**src/rtl/ram_port_arbiter.sv**
```systemverilog
// Two-master round-robin arbiter for the shared 32-bit BRAM port of the register-dump path.
// Optional statistics counters are built when ARB_STATS_EN is defined.
module ram_port_arbiter #(
    parameter int AW        = 32,
    parameter int MAX_BURST = 32,
    parameter int BCW       = 6
) (
    input  logic          clk,
    input  logic          rst_n,
    input  logic          m0_req,
    output logic          m0_gnt,
    input  logic          m0_en,
    input  logic [3:0]    m0_we,
    input  logic [AW-1:0] m0_addr,
    input  logic [31:0]   m0_wdata,
    output logic [31:0]   m0_rdata,
    output logic          m0_rvalid,
    input  logic          m1_req,
    output logic          m1_gnt,
    input  logic          m1_en,
    input  logic [3:0]    m1_we,
    input  logic [AW-1:0] m1_addr,
    input  logic [31:0]   m1_wdata,
    output logic [31:0]   m1_rdata,
    output logic          m1_rvalid,
    output logic          ram_clk,
    output logic          ram_rst,
    output logic          ram_en,
    output logic [3:0]    ram_we,
    output logic [AW-1:0] ram_addr,
    output logic [31:0]   ram_wr_data,
    input  logic [31:0]   ram_rd_data
`ifdef ARB_STATS_EN
    ,
    input  logic          stat_clr,
    output logic [15:0]   stat_beats0,
    output logic [15:0]   stat_beats1,
    output logic [7:0]    stat_preempt
`endif
);

    typedef enum logic [1:0] {
        IDLE = 2'd0,
        OWN0 = 2'd1,
        OWN1 = 2'd2
    } state_t;

    // Counter saturates one below the burst limit so "limit reached" stays true until a hand-over.
    localparam logic           PREEMPT_EN = (MAX_BURST != 0);
    localparam logic [BCW-1:0] CNT_SAT    = (MAX_BURST == 0) ? {BCW{1'b1}} : BCW'(MAX_BURST - 1);

    state_t          state_q;
    logic            last_q;
    logic [BCW-1:0]  cnt_q;
    logic            gnt0_q;
    logic            gnt1_q;
    logic            ram_en_q;
    logic [3:0]      ram_we_q;
    logic [AW-1:0]   ram_addr_q;
    logic [31:0]     ram_wr_data_q;
    logic [1:0]      rd_p1_q;
    logic [1:0]      rd_p2_q;
    logic            rvalid0_q;
    logic            rvalid1_q;
    logic [31:0]     rdata0_q;
    logic [31:0]     rdata1_q;

    logic            acc0_s;
    logic            acc1_s;
    logic            limit_s;
    logic            force0_s;
    logic            force1_s;

    assign acc0_s   = m0_en & gnt0_q;
    assign acc1_s   = m1_en & gnt1_q;
    assign limit_s  = (cnt_q == CNT_SAT);
    assign force0_s = PREEMPT_EN & m0_req & acc0_s & limit_s & m1_req;
    assign force1_s = PREEMPT_EN & m1_req & acc1_s & limit_s & m0_req;

    // Ownership state machine: grant, round-robin history and per-tenure beat count.
    always_ff @(posedge clk or negedge rst_n) begin
        if (!rst_n) begin
            state_q <= IDLE;
            last_q  <= 1'b1;
            cnt_q   <= '0;
            gnt0_q  <= 1'b0;
            gnt1_q  <= 1'b0;
        end else begin
            case (state_q)
                IDLE: begin
                    if (m0_req && (!m1_req || last_q)) begin
                        state_q <= OWN0;
                        gnt0_q  <= 1'b1;
                        last_q  <= 1'b0;
                        cnt_q   <= '0;
                    end else if (m1_req) begin
                        state_q <= OWN1;
                        gnt1_q  <= 1'b1;
                        last_q  <= 1'b1;
                        cnt_q   <= '0;
                    end else begin
                        state_q <= IDLE;
                    end
                end
                OWN0: begin
                    if (!m0_req || force0_s) begin
                        gnt0_q <= 1'b0;
                        cnt_q  <= '0;
                        if (m1_req) begin
                            state_q <= OWN1;
                            gnt1_q  <= 1'b1;
                            last_q  <= 1'b1;
                        end else begin
                            state_q <= IDLE;
                        end
                    end else if (acc0_s && !limit_s) begin
                        cnt_q <= cnt_q + BCW'(1);
                    end else begin
                        cnt_q <= cnt_q;
                    end
                end
                OWN1: begin
                    if (!m1_req || force1_s) begin
                        gnt1_q <= 1'b0;
                        cnt_q  <= '0;
                        if (m0_req) begin
                            state_q <= OWN0;
                            gnt0_q  <= 1'b1;
                            last_q  <= 1'b0;
                        end else begin
                            state_q <= IDLE;
                        end
                    end else if (acc1_s && !limit_s) begin
                        cnt_q <= cnt_q + BCW'(1);
                    end else begin
                        cnt_q <= cnt_q;
                    end
                end
                default: begin
                    state_q <= IDLE;
                    gnt0_q  <= 1'b0;
                    gnt1_q  <= 1'b0;
                    cnt_q   <= '0;
                end
            endcase
        end
    end

    // BRAM port register: copy the owner's accepted beat, otherwise idle with address/data held.
    always_ff @(posedge clk or negedge rst_n) begin
        if (!rst_n) begin
            ram_en_q      <= 1'b0;
            ram_we_q      <= 4'h0;
            ram_addr_q    <= '0;
            ram_wr_data_q <= 32'h0;
        end else if (acc0_s) begin
            ram_en_q      <= 1'b1;
            ram_we_q      <= m0_we;
            ram_addr_q    <= m0_addr;
            ram_wr_data_q <= m0_wdata;
        end else if (acc1_s) begin
            ram_en_q      <= 1'b1;
            ram_we_q      <= m1_we;
            ram_addr_q    <= m1_addr;
            ram_wr_data_q <= m1_wdata;
        end else begin
            ram_en_q      <= 1'b0;
            ram_we_q      <= 4'h0;
        end
    end

    // Read return: issuer tag travels with the read so data survives a grant change.
    always_ff @(posedge clk or negedge rst_n) begin
        if (!rst_n) begin
            rd_p1_q   <= 2'b00;
            rd_p2_q   <= 2'b00;
            rvalid0_q <= 1'b0;
            rvalid1_q <= 1'b0;
            rdata0_q  <= 32'h0;
            rdata1_q  <= 32'h0;
        end else begin
            rd_p1_q   <= {acc1_s && (m1_we == 4'h0), acc0_s && (m0_we == 4'h0)};
            rd_p2_q   <= rd_p1_q;
            rvalid0_q <= rd_p2_q[0];
            rvalid1_q <= rd_p2_q[1];
            if (rd_p2_q[0]) begin
                rdata0_q <= ram_rd_data;
            end else begin
                rdata0_q <= rdata0_q;
            end
            if (rd_p2_q[1]) begin
                rdata1_q <= ram_rd_data;
            end else begin
                rdata1_q <= rdata1_q;
            end
        end
    end

`ifdef ARB_STATS_EN
    logic [15:0] beats0_q;
    logic [15:0] beats1_q;
    logic [7:0]  preempt_q;

    // Saturating usage counters with synchronous clear.
    always_ff @(posedge clk or negedge rst_n) begin
        if (!rst_n) begin
            beats0_q  <= 16'h0;
            beats1_q  <= 16'h0;
            preempt_q <= 8'h0;
        end else if (stat_clr) begin
            beats0_q  <= 16'h0;
            beats1_q  <= 16'h0;
            preempt_q <= 8'h0;
        end else begin
            if (acc0_s && (beats0_q != 16'hFFFF)) begin
                beats0_q <= beats0_q + 16'd1;
            end else begin
                beats0_q <= beats0_q;
            end
            if (acc1_s && (beats1_q != 16'hFFFF)) begin
                beats1_q <= beats1_q + 16'd1;
            end else begin
                beats1_q <= beats1_q;
            end
            if ((force0_s || force1_s) && (preempt_q != 8'hFF)) begin
                preempt_q <= preempt_q + 8'd1;
            end else begin
                preempt_q <= preempt_q;
            end
        end
    end

    assign stat_beats0  = beats0_q;
    assign stat_beats1  = beats1_q;
    assign stat_preempt = preempt_q;
`endif

    assign m0_gnt      = gnt0_q;
    assign m1_gnt      = gnt1_q;
    assign m0_rvalid   = rvalid0_q;
    assign m1_rvalid   = rvalid1_q;
    assign m0_rdata    = rdata0_q;
    assign m1_rdata    = rdata1_q;
    assign ram_clk     = clk;
    assign ram_rst     = ~rst_n;
    assign ram_en      = ram_en_q;
    assign ram_we      = ram_we_q;
    assign ram_addr    = ram_addr_q;
    assign ram_wr_data = ram_wr_data_q;

endmodule

```
**config.mk**
```make
export PLATFORM = sky130hd
export DESIGN_NAME = ram_port_arbiter
export DESIGN_NICKNAME = d
export VERILOG_FILES = /design/src/rtl/ram_port_arbiter.sv
export SDC_FILE = /design/constraint.sdc
export NUM_CORES = 1
export LEC_CHECK = 0
export BUFFER_PORTS_ARGS = -buffer_cell sky130_fd_sc_hd__buf_2
export CAP_MARGIN = 20
export CORE_UTILIZATION = 45
export CTS_BUF_LIST = sky130_fd_sc_hd__clkbuf_8
export DETAILED_ROUTE_END_ITERATION = 8
export PLACE_DENSITY = 0.79
export REMOVE_ABC_BUFFERS = 1
export SKIP_LAST_GASP = 1
export SLEW_MARGIN = 20
export SYNTH_ARGS = -nofsm -noshare
export SYNTH_HDL_FRONTEND = slang
export SYNTH_SLANG_ARGS = --single-unit
```
**constraint.sdc**
```tcl
create_clock -name clk -period 2.7 [get_ports clk]
set_input_delay 0.135 -clock clk [delete_from_list [all_inputs] [get_ports clk]]
set_output_delay 0.135 -clock clk [all_outputs]
set_load 0.005 [all_outputs]
```
Word level (Yosys, flattened, before mapping)
Cells that the tools add are included.
{"block": "op_classes", "eq_ne": 11, "reduce_logical": 21, "n_bitwise": 9, "n_mux": 37, "add_sub_neg": 1}
{"operator": "$mux 32", "count": 4}
{"operator": "$mux 6", "count": 6}
{"operator": "$pmux 6 s3", "count": 1}
{"operator": "$mux 1", "count": 16}
{"operator": "$ne 2x2->1 const B", "count": 5}
{"operator": "$ne 3x3->1 const B", "count": 3}
{"operator": "$pmux 1 s3", "count": 3}
{"operator": "$and 1x1->1", "count": 8}
{"operator": "$logic_not 4->1", "count": 2}
{"operator": "$mux 2", "count": 4}
{"operator": "$mux 4", "count": 2}
{"operator": "$reduce_and 4->1", "count": 2}
{"operator": "$add 6x1->6 const B", "count": 1}
{"operator": "$eq 6x5->1 const B", "count": 1}
{"operator": "$pmux 2 s3", "count": 1}
{"operator": "$reduce_and 3->1", "count": 2}
{"operator": "$logic_and 1x1->1", "count": 5}
{"operator": "$logic_not 1->1", "count": 3}
{"operator": "$logic_or 1x1->1", "count": 3}
{"operator": "$reduce_bool 3->1", "count": 1}
{"operator": "$eq 2x1->1 const B", "count": 1}
{"operator": "$eq 2x2->1 const B", "count": 1}
{"operator": "$logic_not 2->1", "count": 1}
{"operator": "$reduce_and 2->1", "count": 1}
{"operator": "2 further kinds", "count": 2}
{"block": "totals", "wordCells": 94, "output_inout_bits": 139, "in_bits": 174, "ff_bits": 150}

Longest topological paths before layout
{"block": "depth", "word_depth": 7, "depth_mapped": 8, "ltp_nobuf": 7}

==> out/metrics.cfg <==
[outcome]
status=completed

[routing]
wl_per_cell_um=19.07
vias_per_cell=5.251
firstDrtPassIters=5
antenna_left=0
num_vias=6254
first_iter_violations=452
drc=0
wirelength_um=22710

[sta]
tightest_slew_ps=755.3
post-route-min-period_ps=2354
final-setup-viol-count=0
rsz0062_at_grt=no
max_freq_mhz=424.8
min_period_over_period_pct=87.18
slew_headroom_pct=49.65
hold_violations=0
fin_skew_ps=7.422
final_max_slew_viol_count=0

[finish]
fill_cells=791
fin_util_pct=76.57
layout-drive-gt1-share_pct=41.90
stdcell_count=1191
finalNetCount=1178
area_delta_synth_final_pct=62.96

[clock_network]
clk_pin_slew_ps=80
cts_tree=built
insertion_delay_ps=540

[die]
fp.coreArea_mm2=0.01345
die_x_um=120.5
ioPinCount=313
die_h_um=120.5
row_count=42
start_util_pct=46.99
die-area_mm2=0.01453

[global_route]
grt_pass1_vias=6902
grt_pass1_wl_um=35240
grt_max_degree=86
antenna_found_initial=3
grt_usage_pct=32.39
grt.overflow.total=0

[worst_setup_path]
required_ps=3110
crit_arrival_ps=2760
path_max_fanout=28
startpoint_type=flip-flop
crit_path_end_kind=flip-flop
worstSetupPathType=flip-flop to flip-flop

[placed_design]
place_congestion=0.8479
io_buffers=312
dp.cells=980
dp.final_hpwl_um=12510

[power_and_ir_drop]
switchingPower_uw=3374
p_sw_share_pct=33.67
p_clk_share_pct=20.6
vdd_drop_max_mv=0.5151
pwr-share-comb_pct=42.0
finalPower_uw=10020
power_frac_seq_pct=37.4
p_leak_uw=0.005473
intPower_uw=6648
power_density_mw_per_mm2=972.9

[yosys]
syn_area_mm2=0.006321
synth.most_common_cell=dfrtp_1
synth_edf_count=0
synth_top_family_by_area=multiplexers
netlist_instances=516
ys.flop_type=dfrtp_1
yosysSeqAreaShare_pct=59.40
synth_top_area_cell=dfrtp_1
syn_avg_cell_area_um2=12.25
synth_fa_ha_area_share_pct=0.9897
netlist_top_cells_area=dfrtp_1 59%, mux2_2 11%, mux2i_1 10%
synth.cells.most_frequent=149 x dfrtp_1, 75 x nand2_1, 69 x o21ai_0
synth_compound_gate_area_share_pct=8.432
synth_top_area_share_pct=58.99
synth_cell_types=40
yosys_warnings=0
muxShareOfSynthArea_pct=21.77
ys_async_sr_fraction_pct=100.0
synth_xor_xnor_area_share_pct=0
synth_seq_cells=150
yosys.area_share.simple_pct=7.007

[flow_run]
max_cap_violations=0

[hold_path]
hp-class=input pin to flip-flop

kinds of logic (layout without fill, tap and decap cells):
group / Yosys count / in the layout
other cells: 0 / 3
fa+ha+maj: 5 / 5
simple gates: 102 / 102
mux: 129 / 129
flops: 150 / 150
compound gates: 93 / 93
buf+inv: 37 / 533
per-stage QoR:
step                hold slack [ps]  setup slack [ps]  TNS [ps]  area (um2)
finish                        71.07             346.1         0       10300
global route                  75.17             261.9         0       10300
CTS                           9.050             459.8         0       10290
detailed placement            156.0             478.9         0        8075
global placement              152.7             535.7         0        8075
floorplan                    -160.6             -1072    -33520        6185
what timing repair did:
action | in CTS | in global routing
hold endpoints to repair | 194 | 0
hold buffers | 173 | 0
gates resized for setup | 0 | 0
setup buffers | 0 | 0
final cells by class:
| class | instances | area [um2] | area share, % |
|---|---|---|---|
| clock inverters | 14 | 197.7 | 1.919 |
| inverters | 4 | 15.01 | 0.1458 |
| repair buffers | 493 | 3387 | 32.88 |
| well taps | 176 | 220.2 | 2.138 |
| diodes | 3 | 7.507 | 0.07288 |
| multi-input cells | 329 | 2425 | 23.54 |
| flip-flops and latches | 150 | 3755 | 36.45 |
| clock buffers | 22 | 294.0 | 2.854 |
final timing paths:
check / start / to / slack [ps] / cells after the start
min in group asynchronous: rst_n / ram_wr_data[16] / 140 / 2
hold reg to reg: rd_p1_q[1] / rd_p2_q[1] / 350 / 0
setup / recovery: m1_gnt / ram_addr[0] / 350 / 5
hold / removal: m1_req / state_q[1] / 70 / 4
max in group asynchronous: rst_n / m0_rdata[30] / 1790 / 3
setup reg to reg: m1_gnt / ram_addr[0] / 350 / 5
critical path, cell delays in order (launching register included):
cell and delay (ps):
dfrtp_1 460, nand2_4 430, buf_4 310, mux2i_1 240, o21ai_0 120, dlygate4sd3_1 640
metal layers:
metal | track usage [%] | routed length (um)
met1 | 34.09 | 8143
met2 | 55.96 | 11590
met3 | 9.717 | 1696
met4 | 21.45 | 1283
met5 | 0 | 0
registers in the layout (all words and copies together) (netlist names), 2 cells and up:
signal,flops
rd_p2_q,2
ram_we,4
rd_p1_q,2
ram_wr_data,32
ram_addr,32
m0_rdata,32
state_q,2
m1_rdata,32
cnt_q,6
power groups by stage:
stage	Combinational, uW	Sequential, uW	Clock, uW
2_1_floorplan	1480	3780	0
5_1_grt	4520	3840	2200
3_5_place_dp	3090	3710	16.1
4_1_cts	3950	3670	2100
6_report	4210	3750	2060
3_3_place_gp	3020	3660	16.1
cells in the final DEF (no fill, tap or decap), drive strengths merged, types with 4 or more instances in the layout:
cell type,instances
nor2,4
bufinv,4
dfrtp,149
inv,8
and3,4
mux2i,64
ha,5
clkinv,6
o21ai,69
a22o,4
dlygate4sd3,173
o31ai,4
buf,321
clkbuf,21
mux2,65
nand2,75
(Power assumes the default switching activity.)
